--- src/rtl/score_bcd_accum.sv ---
// Multi-digit BCD score accumulator: edge-detected scoring events are added
// digit-serially, clamped at all-9s, and tracked against a high score.
module score_bcd_accum #(
  parameter int DIGITS = 4,
  parameter int PTR_W  = 3
) (
  input  logic                clock,
  input  logic                reset,
  input  logic                clear,
  input  logic                score_toggle,
  input  logic [3:0]          add_amount,
  output logic [4*DIGITS-1:0] score,
  output logic [4*DIGITS-1:0] high_score,
  output logic                busy,
  output logic                new_high,
  output logic                saturated,
  output logic                overrun
);

  localparam int W = 4 * DIGITS;
  localparam logic [W-1:0] NINES = {DIGITS{4'h9}};
  localparam logic [PTR_W-1:0] LAST_IDX = PTR_W'(DIGITS - 1);

  typedef enum logic [1:0] {IDLE, ADD, CHECK} state_t;

  state_t           state;
  logic             toggle_q;
  logic             pending;
  logic [3:0]       pend_amt;
  logic [3:0]       amt;
  logic             carry;
  logic [PTR_W-1:0] idx;
  logic [W-1:0]     work;

  logic             event_hit;
  logic [3:0]       amt_clamped;
  logic [3:0]       cur_digit;
  logic [4:0]       digit_sum;
  logic [3:0]       digit_next;
  logic [W-1:0]     digit_mask;
  logic [W-1:0]     work_next;
  logic [W-1:0]     commit_value;

  assign event_hit   = score_toggle & ~toggle_q;
  assign amt_clamped = (add_amount > 4'd9) ? 4'd9 : add_amount;
  assign busy        = (state != IDLE);

  // One BCD digit of the running sum; the amount only enters at the ones digit.
  always_comb begin
    cur_digit    = 4'(work >> {idx, 2'b00});
    digit_sum    = {1'b0, cur_digit} + {1'b0, (idx == '0) ? amt : 4'd0} + {4'b0, carry};
    digit_next   = (digit_sum > 5'd9) ? 4'(digit_sum - 5'd10) : digit_sum[3:0];
    digit_mask   = W'(4'hF) << {idx, 2'b00};
    work_next    = (work & ~digit_mask) | (W'(digit_next) << {idx, 2'b00});
    commit_value = carry ? NINES : work;
  end

  always_ff @(posedge clock or posedge reset) begin
    if (reset) begin
      state      <= IDLE;
      toggle_q   <= 1'b0;
      pending    <= 1'b0;
      pend_amt   <= 4'd0;
      amt        <= 4'd0;
      carry      <= 1'b0;
      idx        <= '0;
      work       <= '0;
      score      <= '0;
      high_score <= '0;
      new_high   <= 1'b0;
      saturated  <= 1'b0;
      overrun    <= 1'b0;
    end else begin
      toggle_q <= score_toggle;
      if (clear) begin
        state     <= IDLE;
        pending   <= 1'b0;
        carry     <= 1'b0;
        idx       <= '0;
        score     <= '0;
        new_high  <= 1'b0;
        saturated <= 1'b0;
        overrun   <= 1'b0;
      end else begin
        // Events arriving mid-addition queue one deep; a second is lost.
        if (state != IDLE && event_hit) begin
          if (!pending) begin
            pending  <= 1'b1;
            pend_amt <= amt_clamped;
          end else begin
            overrun <= 1'b1;
          end
        end

        case (state)
          IDLE: begin
            if (pending || event_hit) begin
              work  <= score;
              amt   <= pending ? pend_amt : amt_clamped;
              idx   <= '0;
              carry <= 1'b0;
              state <= ADD;
              // A fresh edge while draining the queued event takes its place.
              pending <= pending && event_hit;
              if (pending && event_hit) pend_amt <= amt_clamped;
            end
          end
          ADD: begin
            work  <= work_next;
            carry <= (digit_sum > 5'd9);
            if (idx == LAST_IDX) state <= CHECK;
            else                 idx   <= idx + 1'b1;
          end
          CHECK: begin
            score <= commit_value;
            if (carry) saturated <= 1'b1;
            // Packed BCD orders the same as its binary reading.
            if (commit_value > high_score) begin
              high_score <= commit_value;
              new_high   <= 1'b1;
            end
            state <= IDLE;
          end
          default: state <= IDLE;
        endcase
      end
    end
  end

endmodule

--- config.mk ---
export PLATFORM = sky130hd
export DESIGN_NAME = score_bcd_accum
export DESIGN_NICKNAME = d
export VERILOG_FILES = /design/src/rtl/score_bcd_accum.sv
export SDC_FILE = /design/constraint.sdc
export NUM_CORES = 1
export LEC_CHECK = 0
export ABC_AREA = 0
export BUFFER_PORTS_ARGS = -buffer_cell sky130_fd_sc_hd__buf_2
export CAP_MARGIN = 20
export CORE_ASPECT_RATIO = 0.5
export CORE_UTILIZATION = 55
export CTS_CLUSTER_DIAMETER = 50
export DETAILED_ROUTE_END_ITERATION = 12
export MAX_ROUTING_LAYER = met4
export PLACE_DENSITY = 0.77
export SYNTH_ARGS = -nofsm -noshare
export SYNTH_HDL_FRONTEND = slang
export SYNTH_SLANG_ARGS = --single-unit
--- constraint.sdc ---
create_clock -name clock -period 4.58 [get_ports clock]
set_input_delay 0.229 -clock clock [delete_from_list [all_inputs] [get_ports clock]]
set_output_delay 0.229 -clock clock [all_outputs]
set_load 0.05 [all_outputs]
Word-level counts from Yosys, hierarchy flattened. Index checks and enable logic that the tools add are counted.

Register bits after elaboration: 67. Bits in latches: 0. Memory bits (writable): 0. Bits in read-only memories: 0. Input port bits: 8. Output and inout bits: 36. Logic and storage cells: 95. Memories kept: 0.

Add/subtract/negate cells: 4. $mul: 0. Divide/modulo/power cells: 0. Magnitude comparators: 3. Equal/unequal tests: 7. Shifts and indexed selects: 3. Mux-type cells: 37. Bitwise operators: 6. Reductions and logical operators: 22.

Operator list (count): 16-bit 2-to-1 mux (4); 4-bit 2-to-1 mux (8); 16-bit one-hot mux with 2 select lines (1); 16-bit bitwise AND (1); 16-bit greater-than comparator (1); 16-bit inverter (1); 16-bit OR (1); 4-bit by 5-bit left shift with 16-bit output (1); 4-bit by 5-bit left shift with 16-bit output (first input constant) (1); 16-bit by 5-bit right shift with 4-bit output (1); 1-bit 2-to-1 mux (15); 2-bit nonzero test (7); 3-bit AND reduction (4); 2-bit AND reduction (5); 3-bit 2-to-1 mux (3); 3-bit != test (second input constant) (3); 2-bit 2-to-1 mux (3); 3-bit one-hot mux with 2 select lines (1); 4-bit by 4-bit adder with 5-bit output (1); 5-bit by 1-bit adder with 5-bit output (1); 5-bit by 4-bit greater-than comparator with 1-bit output (second input constant) (1); 4-bit greater-than comparator (second input constant) (1); 2-bit one-hot mux with 2 select lines (1); 4-bit subtractor (second input constant) (1); 13 further kinds (15).

Longest topological paths before layout.
Depth in word-level cells: 9. Depth in mapped cells: 15. Mapped depth without buffers: 14.

Least setup slack after synthesis. OpenSTA, ideal clock, no wires.

Path type: register -> register. From: reg idx[0]. To: reg work[10]. Library setup time: 0.083 ns. Arrival: 3.663 ns. Required time: 4.497 ns. Path slack: 0.834 ns. Cell stages (with the launch flop): 13. Buffers on the path: 1. Clock period less this slack: 3.746 ns. Path through: dfrtp_1 clkbuf_1 mux4_2 and2_1 fa_1 fa_1 xnor2_1 ha_1 nor2b_1 a31o_2 o21ai_1 mux2_2 o21ai_0.

Longest elaborated chain between the ends: 9. Elaborated cells on any way between the ends: 14. Classes of those cells: add/sub: 3; order compare: 1; shift: 3; mux: 3; bitwise: 3; reduce/logical: 1.

Ends and longest elaborated chain: start, declared (line 32) `logic [PTR_W-1:0] idx;`; start signal, assigned (line 112) `else idx <= idx + 1'b1;`; parallel branches: the longest is 7 deep, another holds 4-bit by 4-bit adder with 5-bit output; 16-bit OR * (line 54) `work_next = (work & ~digit_mask) | (W'(digit_next) << {idx, 2'b00});`; 16-bit one-hot mux with 2 select lines * (line 95) `case (state)`; end signal, assigned (line 98) `work <= score;`; end signal, assigned (line 109) `work <= work_next;`; end, declared (line 33) `logic [W-1:0] work;`.

Mark *: on every way between the ends. A chain may end at the register's enable or synchronous reset.

Worst setup path after layout. Ends and elaborated chain as after synthesis.

==> run metrics <==
most frequent cells in the layout 67 x dfrtp_1, 43 x buf_2, 42 x nand2_1; Required @ worst endpoint 4.84 ns; n_diodes 0; dpl hpwl 6770 µm; Initial Utilization 0.596; Residual DRC 0; DRT antenna net count 0; Synth-to-Final Area Change 16.9%; pwr/cell area 495 nW/µm²; final core occ 0.696; Worst Hold Class primary input to flop; final WL 9600 µm; RSZ-0062 raised after global routing no; peak supply drop 313 µV; LEAKAGE 0.00209 µW; number of fill cells 504; Yosys reg bits 67; max-slew violation count 0; Post-CTS Resized 0; die area 7240 µm²; clock buffer depth 2; crit end category flop; Clk pin slew, worst setup/hold paths 0.06 ns; sequential share of the synthesized area 0.443; placer congestion estimate 0.894; Clock Tree Root clkbuf_16; syn nets 419; Die H 60.7 µm; Worst-Margin Slew 0.929 ns; path type of the worst setup path flop to flop; I/O pin count 44; Crit path arrival time 4.24 ns; register area 1680 µm²; # clock sinks 67; Syn Area/Cell 9.86 µm²; Min Hold Slack 0.00899 ns; H-tree depth 3; layout cells sized above 1 0.231; total global routing overflow 0; Total Nets Final 458; Final Setup Violations 0; most common cell after layout, fill and taps aside dfrtp_1; I/O Buffers 43; wire per inst 18.6 µm; Placement Rows 20; largest net degree at the start of global routing 68; Final Hold Fails 0; critical-path cell list inv_1, ha_1, nor2b_1, and2_1, fa_1, fa_1, xnor2_1, ha_1, nor2b_1, a31o_2, o21ai_1, mux2_2, o21ai_0; number of CTS-inserted buffers 9; Warnings, synthesis 0; clk_skew 0.00614 ns; status complete, no violations; Final min period 3.99 ns; vias post-DR 3,053; setup TNS 0 ns; startpoint types flop; antenna violations before repair 0; GRT Overall Usage 0.298; drt first pass iters 6; vias in the first global route 2,915; CTS tree done; cell area after synthesis 3790 µm²; core region area 6360 µm²; first-pass GRT wire length 15,000 µm; slew margin rel. 0.380; area of the multi-input gates 1940 µm²; post-synthesis cell type count 41; Avg Vias per Cell 5.92; CP max-delay cell dfrtp_1; CP peak stage delay 0.61 ns; clk_lat worst skew 0.34 ns; initial DRC count 285; Die W 119 µm; hold-fix buffer count after cts 0; Max FO, Critical Path 10; post-CTS setup buffer count 0; Fmax 0.251 GHz; period utilization 0.871; Max Cap Violations 0; post-synthesis cell count 384
-- flip-flops by register name, indices dropped and copies added (netlist names) --
register	cells
amt	4
carry	1
pending	1
state	2
high_score	16
new_high	1
idx	3
work	16
score	16
pend_amt	4
saturated	1
overrun	1
toggle_q	1
-- routing by layer --
metal	global-route usage	part of all wire	up-vias
met5	-	0	-
met4	0.102	0.016	0
met3	0.0883	0.064	15
met2	0.443	0.44	115
met1	0.393	0.48	1512
li1	-	-	1411
-- worst paths after layout --
check                                      from                     to  slack [ns]  cells after the start
setup / recovery             idx[0]$_DFFE_PP0P_   work[10]$_DFFE_PP0P_        0.59                     13
hold / removal                     score_toggle     toggle_q$_DFF_PP0_       0.009                      1
setup reg to reg             idx[0]$_DFFE_PP0P_   work[10]$_DFFE_PP0P_        0.59                     13
hold reg to reg            new_high$_DFFE_PP0P_   new_high$_DFFE_PP0P_        0.49                      1
max in group asynchronous                 reset  score[11]$_DFFE_PP0P_        3.89                      3
min in group asynchronous                 reset     amt[0]$_DFFE_PP0P_        0.14                      3
-- where the power goes --
group	internal [µW]	switching (µW)
Combinational	264	376
Sequential	634	46.6
Clock	602	267
Total	1500	690
-- per-stage QoR --
| step | instances | power [µW] | cell area [µm²] | setup slack (ns) |
|---|---|---|---|---|
| final | 516 | 2190 | 4430 | 0.592 |
| after global routing | 516 | 2280 | 4430 | 0.385 |
| after floorplan | 384 | 1150 | 3790 | 0.834 |
| after detailed placement | 500 | 1320 | 4050 | 0.625 |
| after global placement | 500 | 1280 | 4050 | 0.814 |
| after CTS | 516 | 2190 | 4430 | 0.616 |
-- kinds of logic after synthesis --
kind of cell	after synthesis	synth area share
simple gates	118	0.153
compound gates	99	0.156
flops	67	0.443
buf+inv	41	0.0446
mux	28	0.102
fa+ha+maj	27	0.0932
xor+xnor	4	0.00925
-- worst max-delay path, delay by kind of cell (launching register included) --
family / cells / cell delay, ns
flip-flops: 1 / 0.61
buffers and inverters: 1 / 0.19
XOR/XNOR: 1 / 0.19
AND/OR/NAND/NOR: 3 / 0.50
multiplexers: 1 / 0.42
adder cells (fa/ha/maj): 4 / 1.32
AO/OA/AOI/OAI: 3 / 0.67
-- area by class of cell --
cell class                 count  share of cell area
timing repair buffer          46              0.0537
tap                           88              0.0249
clock inverter                 6              0.0308
multi-input combinational    276               0.438
inverter                      23              0.0195
sequential                    67               0.379
clock buffer                  10              0.0540
-- cells in the mapped netlist --
cell type	count	area, µm²
a211o_1	2	17.5
a211oi_1	1	7.51
a21o_1	3	22.5
a21oi_1	34	170
a21oi_2	1	8.76
a221oi_2	1	15.0
a22oi_1	17	128
a31o_2	1	8.76
a31oi_1	1	6.26
and2_1	9	56.3
and3_1	1	6.26
buf_1	1	3.75
buf_2	5	25.0
buf_6	1	11.3
clkbuf_1	10	37.5
clkbuf_2	1	5.00
dfrtp_1	67	1680
fa_1	2	40.0
ha_1	25	313
inv_1	23	86.3
mux2_2	12	135
mux2_4	8	120
mux2i_1	4	40.0
mux4_2	4	90.1
nand2_1	42	158
nand2b_1	5	31.3
nand3_1	6	30.0
nand4_1	3	18.8
nor2_1	17	63.8
nor2_4	1	11.3
nor2b_1	16	100
nor3_1	9	45.0
nor3b_1	1	7.51
o211ai_1	1	7.51
o21a_1	1	7.51
o21ai_0	29	145
o21ai_1	3	15.0
o31ai_1	4	30.0
or2_2	8	50.1
xnor2_1	2	17.5
xor2_1	2	17.5
Power figures use the tool's default switching activity.
